### src/rtl/id_ex_stage_pkg.sv
// rtl/id_ex_stage_pkg.sv - shared ALU op codes, operand selects and ID/EX register layout
// Purpose: constants and types shared by the ID/EX stage, its interface and forward unit.
// Ports: none (package).
package id_ex_stage_pkg;

    localparam int XLEN   = 32;
    localparam int REG_AW = 5;

    typedef enum logic [3:0] {
        ALU_ADD  = 4'd0,
        ALU_SUB  = 4'd1,
        ALU_SLL  = 4'd2,
        ALU_SLT  = 4'd3,
        ALU_SLTU = 4'd4,
        ALU_XOR  = 4'd5,
        ALU_SRL  = 4'd6,
        ALU_SRA  = 4'd7,
        ALU_OR   = 4'd8,
        ALU_AND  = 4'd9,
        ALU_RS2  = 4'd10
    } alu_op_e;

    localparam logic OP_A_RS1 = 1'b0;
    localparam logic OP_A_PC  = 1'b1;
    localparam logic OP_B_RS2 = 1'b0;
    localparam logic OP_B_IMM = 1'b1;

    typedef struct packed {
        logic              valid;
        logic [XLEN-1:0]   pc;
        logic [XLEN-1:0]   rs1_data;
        logic [XLEN-1:0]   rs2_data;
        logic [XLEN-1:0]   imm;
        logic [REG_AW-1:0] rs1_addr;
        logic [REG_AW-1:0] rs2_addr;
        logic [REG_AW-1:0] rd_addr;
        alu_op_e           alu_op;
        logic              op_a_sel;
        logic              op_b_sel;
        logic              rd_wren;
        logic              is_load;
        logic              is_store;
    } idex_t;

    // Reset value and bubble share one constant: nothing valid, ALU_ADD, zero data.
    localparam idex_t IDEX_BUBBLE = '{
        valid:    1'b0,
        pc:       '0,
        rs1_data: '0,
        rs2_data: '0,
        imm:      '0,
        rs1_addr: '0,
        rs2_addr: '0,
        rd_addr:  '0,
        alu_op:   ALU_ADD,
        op_a_sel: OP_A_RS1,
        op_b_sel: OP_B_RS2,
        rd_wren:  1'b0,
        is_load:  1'b0,
        is_store: 1'b0
    };

    // A source register depends on a writer when the writer is enabled and hits
    // the same non-zero register; x0 never carries a dependency.
    function automatic logic raw_match(input logic [REG_AW-1:0] src,
                                       input logic [REG_AW-1:0] dst,
                                       input logic              dst_wren);
        return dst_wren & (src != '0) & (src == dst);
    endfunction

endpackage

### src/rtl/id_ex_stage_if.sv
// rtl/id_ex_stage_if.sv - ID/EX stage signal bundle with master/slave modports
// Purpose: groups ID inputs, pipeline control, forwarding sources and EX outputs.
// Ports: master = upstream/environment side, slave = id_ex_stage side.
interface id_ex_stage_if;
    import id_ex_stage_pkg::*;

    logic              id_valid_i;
    logic [XLEN-1:0]   id_pc_i;
    logic [XLEN-1:0]   id_rs1_data_i;
    logic [XLEN-1:0]   id_rs2_data_i;
    logic [XLEN-1:0]   id_imm_i;
    logic [REG_AW-1:0] id_rs1_addr_i;
    logic [REG_AW-1:0] id_rs2_addr_i;
    logic [REG_AW-1:0] id_rd_addr_i;
    logic [3:0]        id_alu_op_i;
    logic              id_op_a_sel_i;
    logic              id_op_b_sel_i;
    logic              id_rd_wren_i;
    logic              id_is_load_i;
    logic              id_is_store_i;
    logic              stall_i;
    logic              flush_i;
    logic [REG_AW-1:0] exm_rd_addr_i;
    logic              exm_rd_wren_i;
    logic [XLEN-1:0]   exm_data_i;
    logic [REG_AW-1:0] mwb_rd_addr_i;
    logic              mwb_rd_wren_i;
    logic [XLEN-1:0]   mwb_data_i;
    logic              hazard_o;
    logic              ex_valid_o;
    logic [XLEN-1:0]   ex_pc_o;
    logic [XLEN-1:0]   operand_a_o;
    logic [XLEN-1:0]   operand_b_o;
    logic [3:0]        alu_op_o;
    logic [XLEN-1:0]   store_data_o;
    logic [REG_AW-1:0] ex_rd_addr_o;
    logic              ex_rd_wren_o;
    logic              ex_is_load_o;
    logic              ex_is_store_o;

    modport master (
        output id_valid_i, id_pc_i, id_rs1_data_i, id_rs2_data_i, id_imm_i,
               id_rs1_addr_i, id_rs2_addr_i, id_rd_addr_i, id_alu_op_i,
               id_op_a_sel_i, id_op_b_sel_i, id_rd_wren_i, id_is_load_i,
               id_is_store_i, stall_i, flush_i, exm_rd_addr_i, exm_rd_wren_i,
               exm_data_i, mwb_rd_addr_i, mwb_rd_wren_i, mwb_data_i,
        input  hazard_o, ex_valid_o, ex_pc_o, operand_a_o, operand_b_o, alu_op_o,
               store_data_o, ex_rd_addr_o, ex_rd_wren_o, ex_is_load_o, ex_is_store_o
    );

    modport slave (
        input  id_valid_i, id_pc_i, id_rs1_data_i, id_rs2_data_i, id_imm_i,
               id_rs1_addr_i, id_rs2_addr_i, id_rd_addr_i, id_alu_op_i,
               id_op_a_sel_i, id_op_b_sel_i, id_rd_wren_i, id_is_load_i,
               id_is_store_i, stall_i, flush_i, exm_rd_addr_i, exm_rd_wren_i,
               exm_data_i, mwb_rd_addr_i, mwb_rd_wren_i, mwb_data_i,
        output hazard_o, ex_valid_o, ex_pc_o, operand_a_o, operand_b_o, alu_op_o,
               store_data_o, ex_rd_addr_o, ex_rd_wren_o, ex_is_load_o, ex_is_store_o
    );

endinterface

### src/rtl/id_ex_fwd_unit.sv
// rtl/id_ex_fwd_unit.sv - per-operand forwarding select for the EX stage
// Purpose: picks EX/MEM result, else MEM/WB data, else registered regfile data.
// Ports: rs_addr_i/rs_data_i (registered source), exm_*/mwb_* writer triplets, fwd_data_o.
module id_ex_fwd_unit
    import id_ex_stage_pkg::*;
(
    input  logic [REG_AW-1:0] rs_addr_i,
    input  logic [XLEN-1:0]   rs_data_i,
    input  logic [REG_AW-1:0] exm_rd_addr_i,
    input  logic              exm_rd_wren_i,
    input  logic [XLEN-1:0]   exm_data_i,
    input  logic [REG_AW-1:0] mwb_rd_addr_i,
    input  logic              mwb_rd_wren_i,
    input  logic [XLEN-1:0]   mwb_data_i,
    output logic [XLEN-1:0]   fwd_data_o
);

    // EX/MEM is the younger writer, so it wins over MEM/WB.
    always_comb begin
        fwd_data_o = rs_data_i;
        if (raw_match(rs_addr_i, exm_rd_addr_i, exm_rd_wren_i)) begin
            fwd_data_o = exm_data_i;
        end else if (raw_match(rs_addr_i, mwb_rd_addr_i, mwb_rd_wren_i)) begin
            fwd_data_o = mwb_data_i;
        end
    end

endmodule

### src/rtl/id_ex_stage.sv
// rtl/id_ex_stage.sv - ID/EX pipeline register with EX operand selection and hazard detect
// Purpose: latches ID fields, forwards EX/MEM and MEM/WB results into the ALU operands,
//          raises hazard_o on load-use, handles stall and flush.
// Ports: clk_i, rst_ni (async active-low), bus (id_ex_stage_if.slave).
// Config: ID_EX_FWD_EN defined enables forwarding; undefined, every RAW dependency
//         against EX, EX/MEM or MEM/WB is resolved by hazard_o instead.
module id_ex_stage
    import id_ex_stage_pkg::*;
(
    input  logic          clk_i,
    input  logic          rst_ni,
    id_ex_stage_if.slave  bus
);

`ifdef ID_EX_FWD_EN
    localparam logic FWD_EN = 1'b1;
`else
    localparam logic FWD_EN = 1'b0;
`endif

    idex_t           ex_q, ex_d;
    logic            load_use, raw_stall, hazard;
    logic [XLEN-1:0] fwd_rs1, fwd_rs2;

    always_comb begin
        load_use = ex_q.valid & ex_q.is_load & bus.id_valid_i &
                   (raw_match(bus.id_rs1_addr_i, ex_q.rd_addr, 1'b1) |
                    raw_match(bus.id_rs2_addr_i, ex_q.rd_addr, 1'b1));
`ifdef ID_EX_FWD_EN
        raw_stall = 1'b0;
`else
        // Without forwarding, any in-flight writer of an ID source must drain first.
        raw_stall = bus.id_valid_i &
            (raw_match(bus.id_rs1_addr_i, ex_q.rd_addr, ex_q.valid & ex_q.rd_wren) |
             raw_match(bus.id_rs1_addr_i, bus.exm_rd_addr_i, bus.exm_rd_wren_i) |
             raw_match(bus.id_rs1_addr_i, bus.mwb_rd_addr_i, bus.mwb_rd_wren_i) |
             raw_match(bus.id_rs2_addr_i, ex_q.rd_addr, ex_q.valid & ex_q.rd_wren) |
             raw_match(bus.id_rs2_addr_i, bus.exm_rd_addr_i, bus.exm_rd_wren_i) |
             raw_match(bus.id_rs2_addr_i, bus.mwb_rd_addr_i, bus.mwb_rd_wren_i));
`endif
        // The ID instruction is being discarded on flush, so it cannot stall anything.
        hazard = ~bus.flush_i & (load_use | raw_stall);
    end

    always_comb begin
        ex_d = ex_q;
        if (bus.flush_i) begin
            ex_d = IDEX_BUBBLE;
        end else if (bus.stall_i) begin
            ex_d = ex_q;
        end else if (hazard) begin
            ex_d = IDEX_BUBBLE;
        end else begin
            ex_d.valid    = bus.id_valid_i;
            ex_d.pc       = bus.id_pc_i;
            ex_d.rs1_data = bus.id_rs1_data_i;
            ex_d.rs2_data = bus.id_rs2_data_i;
            ex_d.imm      = bus.id_imm_i;
            ex_d.rs1_addr = bus.id_rs1_addr_i;
            ex_d.rs2_addr = bus.id_rs2_addr_i;
            ex_d.rd_addr  = bus.id_rd_addr_i;
            ex_d.alu_op   = alu_op_e'(bus.id_alu_op_i);
            ex_d.op_a_sel = bus.id_op_a_sel_i;
            ex_d.op_b_sel = bus.id_op_b_sel_i;
            ex_d.rd_wren  = bus.id_rd_wren_i  & bus.id_valid_i;
            ex_d.is_load  = bus.id_is_load_i  & bus.id_valid_i;
            ex_d.is_store = bus.id_is_store_i & bus.id_valid_i;
        end
    end

    always_ff @(posedge clk_i or negedge rst_ni) begin
        if (!rst_ni) begin
            ex_q <= IDEX_BUBBLE;
        end else begin
            ex_q <= ex_d;
        end
    end

    id_ex_fwd_unit u_fwd_rs1 (
        .rs_addr_i     (ex_q.rs1_addr),
        .rs_data_i     (ex_q.rs1_data),
        .exm_rd_addr_i (bus.exm_rd_addr_i),
        .exm_rd_wren_i (bus.exm_rd_wren_i & FWD_EN),
        .exm_data_i    (bus.exm_data_i),
        .mwb_rd_addr_i (bus.mwb_rd_addr_i),
        .mwb_rd_wren_i (bus.mwb_rd_wren_i & FWD_EN),
        .mwb_data_i    (bus.mwb_data_i),
        .fwd_data_o    (fwd_rs1)
    );

    id_ex_fwd_unit u_fwd_rs2 (
        .rs_addr_i     (ex_q.rs2_addr),
        .rs_data_i     (ex_q.rs2_data),
        .exm_rd_addr_i (bus.exm_rd_addr_i),
        .exm_rd_wren_i (bus.exm_rd_wren_i & FWD_EN),
        .exm_data_i    (bus.exm_data_i),
        .mwb_rd_addr_i (bus.mwb_rd_addr_i),
        .mwb_rd_wren_i (bus.mwb_rd_wren_i & FWD_EN),
        .mwb_data_i    (bus.mwb_data_i),
        .fwd_data_o    (fwd_rs2)
    );

    assign bus.hazard_o      = hazard;
    assign bus.ex_valid_o    = ex_q.valid;
    assign bus.ex_pc_o       = ex_q.pc;
    assign bus.operand_a_o   = (ex_q.op_a_sel == OP_A_PC)  ? ex_q.pc  : fwd_rs1;
    assign bus.operand_b_o   = (ex_q.op_b_sel == OP_B_IMM) ? ex_q.imm : fwd_rs2;
    assign bus.alu_op_o      = ex_q.alu_op;
    assign bus.store_data_o  = fwd_rs2;
    assign bus.ex_rd_addr_o  = ex_q.rd_addr;
    assign bus.ex_rd_wren_o  = ex_q.rd_wren;
    assign bus.ex_is_load_o  = ex_q.is_load;
    assign bus.ex_is_store_o = ex_q.is_store;

endmodule

### src/flat_wrapper.sv
// flat-port wrapper written by rule: the top's interface ports become plain ports
module id_ex_stage_flat import id_ex_stage_pkg::*;
  (clk_i, rst_ni, bus_id_valid_i, bus_id_pc_i, bus_id_rs1_data_i, bus_id_rs2_data_i, bus_id_imm_i, bus_id_rs1_addr_i, bus_id_rs2_addr_i, bus_id_rd_addr_i, bus_id_alu_op_i, bus_id_op_a_sel_i, bus_id_op_b_sel_i, bus_id_rd_wren_i, bus_id_is_load_i, bus_id_is_store_i, bus_stall_i, bus_flush_i, bus_exm_rd_addr_i, bus_exm_rd_wren_i, bus_exm_data_i, bus_mwb_rd_addr_i, bus_mwb_rd_wren_i, bus_mwb_data_i, bus_hazard_o, bus_ex_valid_o, bus_ex_pc_o, bus_operand_a_o, bus_operand_b_o, bus_alu_op_o, bus_store_data_o, bus_ex_rd_addr_o, bus_ex_rd_wren_o, bus_ex_is_load_o, bus_ex_is_store_o);
  id_ex_stage_if bus_i ();
  input  logic clk_i;
  input  logic rst_ni;
  input wire logic [$bits(bus_i.id_valid_i)-1:0] bus_id_valid_i;
  input wire logic [$bits(bus_i.id_pc_i)-1:0] bus_id_pc_i;
  input wire logic [$bits(bus_i.id_rs1_data_i)-1:0] bus_id_rs1_data_i;
  input wire logic [$bits(bus_i.id_rs2_data_i)-1:0] bus_id_rs2_data_i;
  input wire logic [$bits(bus_i.id_imm_i)-1:0] bus_id_imm_i;
  input wire logic [$bits(bus_i.id_rs1_addr_i)-1:0] bus_id_rs1_addr_i;
  input wire logic [$bits(bus_i.id_rs2_addr_i)-1:0] bus_id_rs2_addr_i;
  input wire logic [$bits(bus_i.id_rd_addr_i)-1:0] bus_id_rd_addr_i;
  input wire logic [$bits(bus_i.id_alu_op_i)-1:0] bus_id_alu_op_i;
  input wire logic [$bits(bus_i.id_op_a_sel_i)-1:0] bus_id_op_a_sel_i;
  input wire logic [$bits(bus_i.id_op_b_sel_i)-1:0] bus_id_op_b_sel_i;
  input wire logic [$bits(bus_i.id_rd_wren_i)-1:0] bus_id_rd_wren_i;
  input wire logic [$bits(bus_i.id_is_load_i)-1:0] bus_id_is_load_i;
  input wire logic [$bits(bus_i.id_is_store_i)-1:0] bus_id_is_store_i;
  input wire logic [$bits(bus_i.stall_i)-1:0] bus_stall_i;
  input wire logic [$bits(bus_i.flush_i)-1:0] bus_flush_i;
  input wire logic [$bits(bus_i.exm_rd_addr_i)-1:0] bus_exm_rd_addr_i;
  input wire logic [$bits(bus_i.exm_rd_wren_i)-1:0] bus_exm_rd_wren_i;
  input wire logic [$bits(bus_i.exm_data_i)-1:0] bus_exm_data_i;
  input wire logic [$bits(bus_i.mwb_rd_addr_i)-1:0] bus_mwb_rd_addr_i;
  input wire logic [$bits(bus_i.mwb_rd_wren_i)-1:0] bus_mwb_rd_wren_i;
  input wire logic [$bits(bus_i.mwb_data_i)-1:0] bus_mwb_data_i;
  output wire logic [$bits(bus_i.hazard_o)-1:0] bus_hazard_o;
  output wire logic [$bits(bus_i.ex_valid_o)-1:0] bus_ex_valid_o;
  output wire logic [$bits(bus_i.ex_pc_o)-1:0] bus_ex_pc_o;
  output wire logic [$bits(bus_i.operand_a_o)-1:0] bus_operand_a_o;
  output wire logic [$bits(bus_i.operand_b_o)-1:0] bus_operand_b_o;
  output wire logic [$bits(bus_i.alu_op_o)-1:0] bus_alu_op_o;
  output wire logic [$bits(bus_i.store_data_o)-1:0] bus_store_data_o;
  output wire logic [$bits(bus_i.ex_rd_addr_o)-1:0] bus_ex_rd_addr_o;
  output wire logic [$bits(bus_i.ex_rd_wren_o)-1:0] bus_ex_rd_wren_o;
  output wire logic [$bits(bus_i.ex_is_load_o)-1:0] bus_ex_is_load_o;
  output wire logic [$bits(bus_i.ex_is_store_o)-1:0] bus_ex_is_store_o;
  assign bus_i.id_valid_i = bus_id_valid_i;
  assign bus_i.id_pc_i = bus_id_pc_i;
  assign bus_i.id_rs1_data_i = bus_id_rs1_data_i;
  assign bus_i.id_rs2_data_i = bus_id_rs2_data_i;
  assign bus_i.id_imm_i = bus_id_imm_i;
  assign bus_i.id_rs1_addr_i = bus_id_rs1_addr_i;
  assign bus_i.id_rs2_addr_i = bus_id_rs2_addr_i;
  assign bus_i.id_rd_addr_i = bus_id_rd_addr_i;
  assign bus_i.id_alu_op_i = bus_id_alu_op_i;
  assign bus_i.id_op_a_sel_i = bus_id_op_a_sel_i;
  assign bus_i.id_op_b_sel_i = bus_id_op_b_sel_i;
  assign bus_i.id_rd_wren_i = bus_id_rd_wren_i;
  assign bus_i.id_is_load_i = bus_id_is_load_i;
  assign bus_i.id_is_store_i = bus_id_is_store_i;
  assign bus_i.stall_i = bus_stall_i;
  assign bus_i.flush_i = bus_flush_i;
  assign bus_i.exm_rd_addr_i = bus_exm_rd_addr_i;
  assign bus_i.exm_rd_wren_i = bus_exm_rd_wren_i;
  assign bus_i.exm_data_i = bus_exm_data_i;
  assign bus_i.mwb_rd_addr_i = bus_mwb_rd_addr_i;
  assign bus_i.mwb_rd_wren_i = bus_mwb_rd_wren_i;
  assign bus_i.mwb_data_i = bus_mwb_data_i;
  assign bus_hazard_o = bus_i.hazard_o;
  assign bus_ex_valid_o = bus_i.ex_valid_o;
  assign bus_ex_pc_o = bus_i.ex_pc_o;
  assign bus_operand_a_o = bus_i.operand_a_o;
  assign bus_operand_b_o = bus_i.operand_b_o;
  assign bus_alu_op_o = bus_i.alu_op_o;
  assign bus_store_data_o = bus_i.store_data_o;
  assign bus_ex_rd_addr_o = bus_i.ex_rd_addr_o;
  assign bus_ex_rd_wren_o = bus_i.ex_rd_wren_o;
  assign bus_ex_is_load_o = bus_i.ex_is_load_o;
  assign bus_ex_is_store_o = bus_i.ex_is_store_o;
  id_ex_stage u_core (.clk_i(clk_i), .rst_ni(rst_ni), .bus(bus_i));
endmodule
### config.mk
export PLATFORM = sky130hd
export DESIGN_NAME = id_ex_stage_flat
export DESIGN_NICKNAME = d
export VERILOG_FILES = /design/src/rtl/id_ex_stage_pkg.sv /design/src/rtl/id_ex_stage_if.sv /design/src/rtl/id_ex_fwd_unit.sv /design/src/rtl/id_ex_stage.sv /design/src/flat_wrapper.sv
export SDC_FILE = /design/constraint.sdc
export NUM_CORES = 1
export LEC_CHECK = 0
export CAP_MARGIN = 0
export CORE_MARGIN = 2
export CORE_UTILIZATION = 52
export DETAILED_ROUTE_END_ITERATION = 16
export MAX_ROUTING_LAYER = met4
export PLACE_DENSITY = 0.93
export SYNTH_ARGS = -nofsm -noshare
export SYNTH_HDL_FRONTEND = slang
export SYNTH_HIERARCHICAL = 1
export SYNTH_SLANG_ARGS = --single-unit
### constraint.sdc
create_clock -name clk_i -period 3.5 [get_ports clk_i]
set_input_delay 0.7 -clock clk_i [delete_from_list [all_inputs] [get_ports clk_i]]
set_output_delay 0.7 -clock clk_i [all_outputs]
set_load 0.03 [all_outputs]
==> flow_metrics.env, run 1 <==
export IMPL_track_usage_pct=40.9
export IMPL_synthTopCellsByArea="dfrtp_1 (33%), o41ai_2 (11%), a31oi_1 (7.1%), mux2_2 (6.1%), a32oi_1 (5.9%)"
export IMPL_p_leak_nw=6.42
export IMPL_crit_required_ns=2.80
export IMPL_rows=55
export IMPL_status="finished, violations left"
export IMPL_cts_buffer_depth=2
export IMPL_grt_pass1_vias=12200
export IMPL_antenna_left=0
export IMPL_ir_drop_mv=0.298
export IMPL_period_share_pct=93.5
export IMPL_cap_violations=0
export IMPL_drtIter0Drc=1853
export IMPL_place_congestion=1.00
export IMPL_synth_area_um2=11800
export IMPL_numPortBuffers=374
export IMPL_num_vias=12800
export IMPL_cp_max_fo=6
export IMPL_antenna_found_initial=17
export IMPL_endpoint_kind="output pin"
export IMPL_cts_resized=0
export IMPL_grt_start_max_net_pins=102
export IMPL_period_needed_ns=3.27
export IMPL_netlist_area_leader_share_pct=32.5
export IMPL_die_h_um=154
export IMPL_synth_top_cell_by_area="dfrtp_1"
export IMPL_synth_compound_area_share_pct=33.1
export IMPL_grt_pass1_wl_um=72800
export IMPL_drt_pre_antenna_iters=8
export IMPL_ys_seq_area_share_pct=32.5
export IMPL_drive_gt1_share_pct=14.7
export IMPL_finalHoldViolCount=0
export IMPL_ctsHoldBuffers=0
export IMPL_clkSinkCount=153
export IMPL_viasPerCell=6.94
export IMPL_root_buffer="clkbuf_16"
export IMPL_drv_slew=68
export IMPL_final_util_pct=70.8
export IMPL_ys_seq_elements=153
export IMPL_area_growth_pct=35.0
export IMPL_hold_ws_ns=0.202
export IMPL_setup_viol=0
export IMPL_synth_fa_ha_area_share_pct=0
export IMPL_cp_start_kind="input port"
export IMPL_max_slew_margin_pct=-17.0
export IMPL_clk_pin_slew_ns=0.07
export IMPL_synthSimpleGateAreaFrac_pct=10.4
export IMPL_max_freq_ghz=0.306
export IMPL_floorplan_initialDensity_pct=52.4
export IMPL_clk_latency_ns=0.44
export IMPL_synthXorXnorAreaFrac_pct=3.72
export IMPL_cp_data_arrival_time_ns=2.57
export IMPL_worst_pin_slew_ns=1.75
export IMPL_htreeDepth=4
export IMPL_core_um2=22400
export IMPL_synth_avg_cell_area_um2=8.99
export IMPL_wire_per_inst_um=26.9
export IMPL_clock_skew_ns=0.0153
export IMPL_powerDensity_nw_per_um2=403
export IMPL_violations="max-slew violations"
export IMPL_worstSetupPathType="in2out"
export IMPL_synthMuxAreaShare_pct=6.13
export IMPL_io_pins=375
export IMPL_cts_setup_buffers=0
export IMPL_synthCells=1308
export IMPL_hp_class="in2async"
export IMPL_drt_wl_total_um=49700
export IMPL_synth_warnings=6
export IMPL_synthDistinctLibCells=39
export IMPL_cts_tree="done"
export IMPL_fin_tns_setup_ns=0
export IMPL_hpwl_um=35000
export IMPL_numCtsBuffers=17
export IMPL_n_fill_cell=1649
export IMPL_fp_dieW_um=154
export IMPL_die_area_um2=23800
export IMPL_synth_top_family_by_area="compound AO/OA/AOI/OAI gates"
export IMPL_rsz0062_at_grt="no"
export IMPL_drc=0
export IMPL_gr_total_overflow=0
export IMPL_final_net_count=1762
final cells by class:
type / count / area [um2] / area share, %
multi-input cells: 794 / 6330 / 39.9
repair buffers: 407 / 4110 / 25.9
flip-flops and latches: 153 / 3830 / 24.1
inverters: 156 / 586 / 3.69
clock buffers: 19 / 433 / 2.73
well taps: 285 / 357 / 2.25
clock inverters: 13 / 194 / 1.22
diodes: 18 / 45.0 / 0.284
flip-flops by register name, summed over array words and instances, names as in the netlist:
signal and count:
u_core/bus.ex_is_store_o 1, u_core/bus.ex_pc_o 32, u_core/bus.ex_rd_addr_o 5, u_core/ex_q 108
u_core/bus.ex_is_load_o 1, u_core/bus.ex_rd_wren_o 1, u_core/bus.alu_op_o 4, u_core/bus.ex_valid_o 1
metal layers:
layer  track usage (%)  share of wire [%]  vias to the layer above
met3              9.30                 12                      157
li1                  -                  -                     5428
met2              60.2                 45                     1041
met4              23.1                5.2                        0
met5                 -                  0                        -
met1              52.1                 38                     6177
power by group:
group          leakage (nW)  internal [mW]  switching (mW)
Sequential             2.00           1.92           0.133
Combinational          4.13          0.951            1.37
Clock                 0.291           1.20           0.820
final timing paths:
check | startpoint | to | slack (ns) | cells after the start
worst max register to register | u_core/bus.ex_rd_addr_o[3] | u_core/ex_q[63] | 1.09 | 8
worst min register to register | u_core/bus.ex_is_store_o | u_core/bus.ex_is_store_o | 0.48 | 2
min in group clk_i | u_core/bus.ex_is_store_o | u_core/bus.ex_is_store_o | 0.48 | 2
worst max-delay path | bus_id_rs1_addr_i[0] | bus_hazard_o | 0.23 | 7
max in group asynchronous | rst_ni | u_core/bus.ex_rd_addr_o[0] | 2.58 | 2
worst min-delay path | rst_ni | u_core/bus.ex_pc_o[19] | 0.20 | 1
synthesized netlist by cell type (all sizes together):
| master | instances |
|---|---|
| and2 | 2 |
| o211a | 2 |
| and4 | 2 |
| conb | 1 |
| nor2 | 2 |
| o21ai | 64 |
| inv | 156 |
| o211ai | 4 |
| nor3b | 1 |
| o221ai | 1 |
| a21oi | 2 |
| a22oi | 1 |
| nor4 | 8 |
| xor2 | 16 |
| nand3 | 68 |
| o41ai | 152 |
| a31oi | 134 |
| buf | 79 |
| or4 | 2 |
| a32oi | 79 |
| a211oi | 2 |
| or2 | 3 |
| nand4 | 7 |
| xnor2 | 34 |
| mux2 | 64 |
| clkbuf | 131 |
| nand2 | 4 |
| nor3 | 134 |
| dfrtp | 153 |
metrics by stage:
| stage | setup WS [ns] | std cells | instance area [um2] | total power [mW] |
|---|---|---|---|---|
| 2_1_floorplan | 0.736 | 1313 | 11800 | 3.38 |
| 6_report | 0.227 | 1845 | 15900 | 6.40 |
| 5_1_grt | 0.0897 | 1844 | 15900 | 6.57 |
| 3_5_place_dp | 0.252 | 1795 | 15200 | 4.31 |
| 4_1_cts | 0.251 | 1827 | 15800 | 6.31 |
| 3_3_place_gp | 0.238 | 1795 | 15200 | 4.27 |
cell usage in the layout (no fill, tap or decap), types with 25 or more instances in the layout:
| cell type | Yosys | layout |
|---|---|---|
| a31oi_1 | 134 | 134 |
| a32oi_1 | 79 | 79 |
| buf_4 | 47 | 25 |
| clkdlybuf4s50_1 | 0 | 370 |
| dfrtp_1 | 153 | 153 |
| inv_1 | 154 | 154 |
| mux2_2 | 64 | 64 |
| nand3_1 | 68 | 68 |
| nor3_1 | 134 | 134 |
| o21ai_0 | 54 | 54 |
| o41ai_1 | 72 | 72 |
| o41ai_2 | 80 | 80 |
| xnor2_1 | 34 | 34 |
worst max-delay path, cell delays in order:
cell	delay (ns)
clkdlybuf4s50_1	0.58
xor2_1	0.23
nor4_1	0.39
a22oi_1	0.15
nor3b_2	0.18
a21oi_1	0.16
buf_4	0.18
logic make-up after synthesis:
kind of cell / after synthesis
compound gates: 441
xor+xnor: 50
buf+inv: 366
flops: 153
mux: 64
other cells: 1
simple gates: 233
(Power assumes the default switching activity.)
==> run 2, diff against run 1 <==
Settings changed: CORE_UTILIZATION 52 to 45, CTS_CLUSTER_SIZE from default to 40, PLACE_DENSITY 0.93 to 0.83.
==> run 2 against run 1 <==
The run still ends with max-slew violations left. Sequential share of layout area about the same. Routed wire length shrank 0.27%. Worst setup slack lost 0.15 ns. Clock power shrank 11%. Via count decreased by 1.2%. Largest cell class unchanged. Highest routed layer unchanged. Combinational power is essentially flat. Core utilization is 9.4 points lower. Critical path depth is 1 higher. Largest power group unchanged.
==> flow_metrics.env, run 2 (synthesis gave the netlist of run 1 again) <==
export IMPL_drt_pre_antenna_iters=8
export IMPL_worst_pin_slew_ns=1.69
export IMPL_fin_tns_setup_ns=0
export IMPL_period_share_pct=97.8
export IMPL_cts_tree="done"
export IMPL_cap_violations=0
export IMPL_reg2reg_depth=8
export IMPL_fp_dieW_um=166
export IMPL_rows=59
export IMPL_final_net_count=1764
export IMPL_die_h_um=166
export IMPL_clk_latency_ns=0.43
export IMPL_max_freq_ghz=0.292
export IMPL_antenna_found_initial=14
export IMPL_root_buffer="clkbuf_16"
export IMPL_cts_setup_buffers=0
export IMPL_max_slew_margin_pct=-13.3
export IMPL_hpwl_um=34600
export IMPL_status="finished, violations left"
export IMPL_cts_buffer_depth=2
export IMPL_track_usage_pct=35.6
export IMPL_drt_wl_total_um=49600
export IMPL_max_stage_delay_ns=0.56
export IMPL_worstReg2RegEnd="u_core/ex_q[55]"
export IMPL_cp_max_fo=6
export IMPL_final_common_cell="clkdlybuf4s50_1"
export IMPL_gr_total_overflow=0
export IMPL_placed_area_um2=15300
export IMPL_drc=0
export IMPL_crit_top_cell="buf_4"
export IMPL_cp_start_kind="input port"
export IMPL_grt_start_max_net_pins=138
export IMPL_worstPathCellList="clkdlybuf4s50_1, xor2_1, nor4_1, a22oi_1, nor3b_2, buf_4, a21oi_1, buf_4"
export IMPL_core_um2=25800
export IMPL_grt_pass1_vias=12000
export IMPL_floorplan_initialDensity_pct=45.5
export IMPL_endpoint_kind="output pin"
export IMPL_cp_slowest_cell="clkdlybuf4s50_1"
export IMPL_reg2reg_from="u_core/bus.ex_rd_addr_o[4]"
export IMPL_ctsHoldBuffers=0
export IMPL_numPortBuffers=374
export IMPL_clkSinkCount=153
export IMPL_r2r_setup_slack_ns=1.21
export IMPL_setup_viol=0
export IMPL_antenna_left=0
export IMPL_worstSetupPathType="in2out"
export IMPL_final_cell_mix="clkdlybuf4s50_1 (370), inv_1 (154), dfrtp_1 (153), nor3_1 (134), a31oi_1 (134)"
export IMPL_largest_register="u_core/ex_q"
export IMPL_hp_class="in2async"
export IMPL_grt_pass1_wl_um=74500
export IMPL_die_area_um2=27500
export IMPL_finalHoldViolCount=0
export IMPL_ir_drop_mv=0.228
export IMPL_wire_per_inst_um=26.2
export IMPL_viasPerCell=6.68
export IMPL_clk_pin_slew_ns=0.06
export IMPL_critPathBufInv=3
export IMPL_violations="max-slew violations"
export IMPL_numCtsBuffers=17
export IMPL_drv_slew=35
export IMPL_cp_top_family="buffers and inverters"
export IMPL_num_vias=12600
export IMPL_largest_register_ffs=108
export IMPL_final_cell_area_um2=15900
export IMPL_place_congestion=0.960
export IMPL_io_pins=375
export IMPL_area_growth_pct=34.8
export IMPL_cts_resized=0
export IMPL_crit_required_ns=2.80
export IMPL_period_needed_ns=3.42
export IMPL_powerDensity_nw_per_um2=388
export IMPL_rsz0062_at_grt="no"
export IMPL_drtIter0Drc=1995
export IMPL_clock_skew_ns=0.0148
export IMPL_drive_gt1_share_pct=14.8
export IMPL_p_leak_nw=6.40
export IMPL_htreeDepth=4
export IMPL_cp_data_arrival_time_ns=2.72
-- run 2: cell count changes in the layout (fill, tap and decap cells not counted) --
cell	change
buf_4	+4
bufinv_16	-4
clkbuf_8	+3
clkinv_4	+3
diode_2	-3
buf_12	-2
clkbuf_1	-1
clkinv_2	+1
clkinvlp_4	-1
inv_6	-1
-- run 2: area by class of cell --
cell class	count	area, um2
Antenna cell	15	37.5
Clock buffer	21	470
Clock inverter	11	88.8
Fill cell	2147	9980
Inverter	156	586
Multi-Input combinational cell	794	6330
Sequential cell	153	3830
Tap cell	335	419
Timing Repair Buffer	409	4100
-- run 2: power breakdown --
part	total (mW)	switching (mW)	internal, mW	leakage [nW]
registers	2.06	0.135	1.92	2.00
clock network	1.79	0.817	0.974	0.266
logic	2.30	1.35	0.949	4.14
-- run 2: layer usage --
| layer | vias up | part of all wire [%] | GRT usage (%) |
|---|---|---|---|
| met5 | - | 0 | - |
| met4 | 0 | 3.9 | 16.3 |
| met3 | 119 | 11 | 7.24 |
| met2 | 1004 | 45 | 52.8 |
| met1 | 6089 | 40 | 46.9 |
| li1 | 5435 | - | - |
-- run 2: worst max-delay path by stage --
stage                     cells after the start                 start            to  slack (ns)
after floorplan                               6  bus_id_rs1_addr_i[0]  bus_hazard_o        0.74
after global placement                        8  bus_id_rs2_addr_i[3]  bus_hazard_o        0.05
after detailed placement                      8  bus_id_rs1_addr_i[1]  bus_hazard_o        0.11
after CTS                                     8  bus_id_rs1_addr_i[1]  bus_hazard_o        0.09
after global routing                          8  bus_id_rs1_addr_i[1]  bus_hazard_o        0.01
final                                         8  bus_id_rs1_addr_i[1]  bus_hazard_o        0.08
-- run 2: stage by stage --
| step | std cells | setup WS (ns) | util (%) | power, mW | hold slack, ns |
|---|---|---|---|---|---|
| 5_1_grt | 1893 | 0.0125 | 61.4 | 6.34 | 0.404 |
| 6_report | 1894 | 0.0787 | 61.4 | 6.15 | 0.339 |
| 2_1_floorplan | 1313 | 0.736 | - | 3.38 | 0.404 |
| 4_1_cts | 1879 | 0.0927 | 61.2 | 6.11 | 0.372 |
| 3_3_place_gp | 1847 | 0.0530 | 59.1 | 4.28 | 0.465 |
| 3_5_place_dp | 1847 | 0.107 | 59.1 | 4.31 | 0.467 |
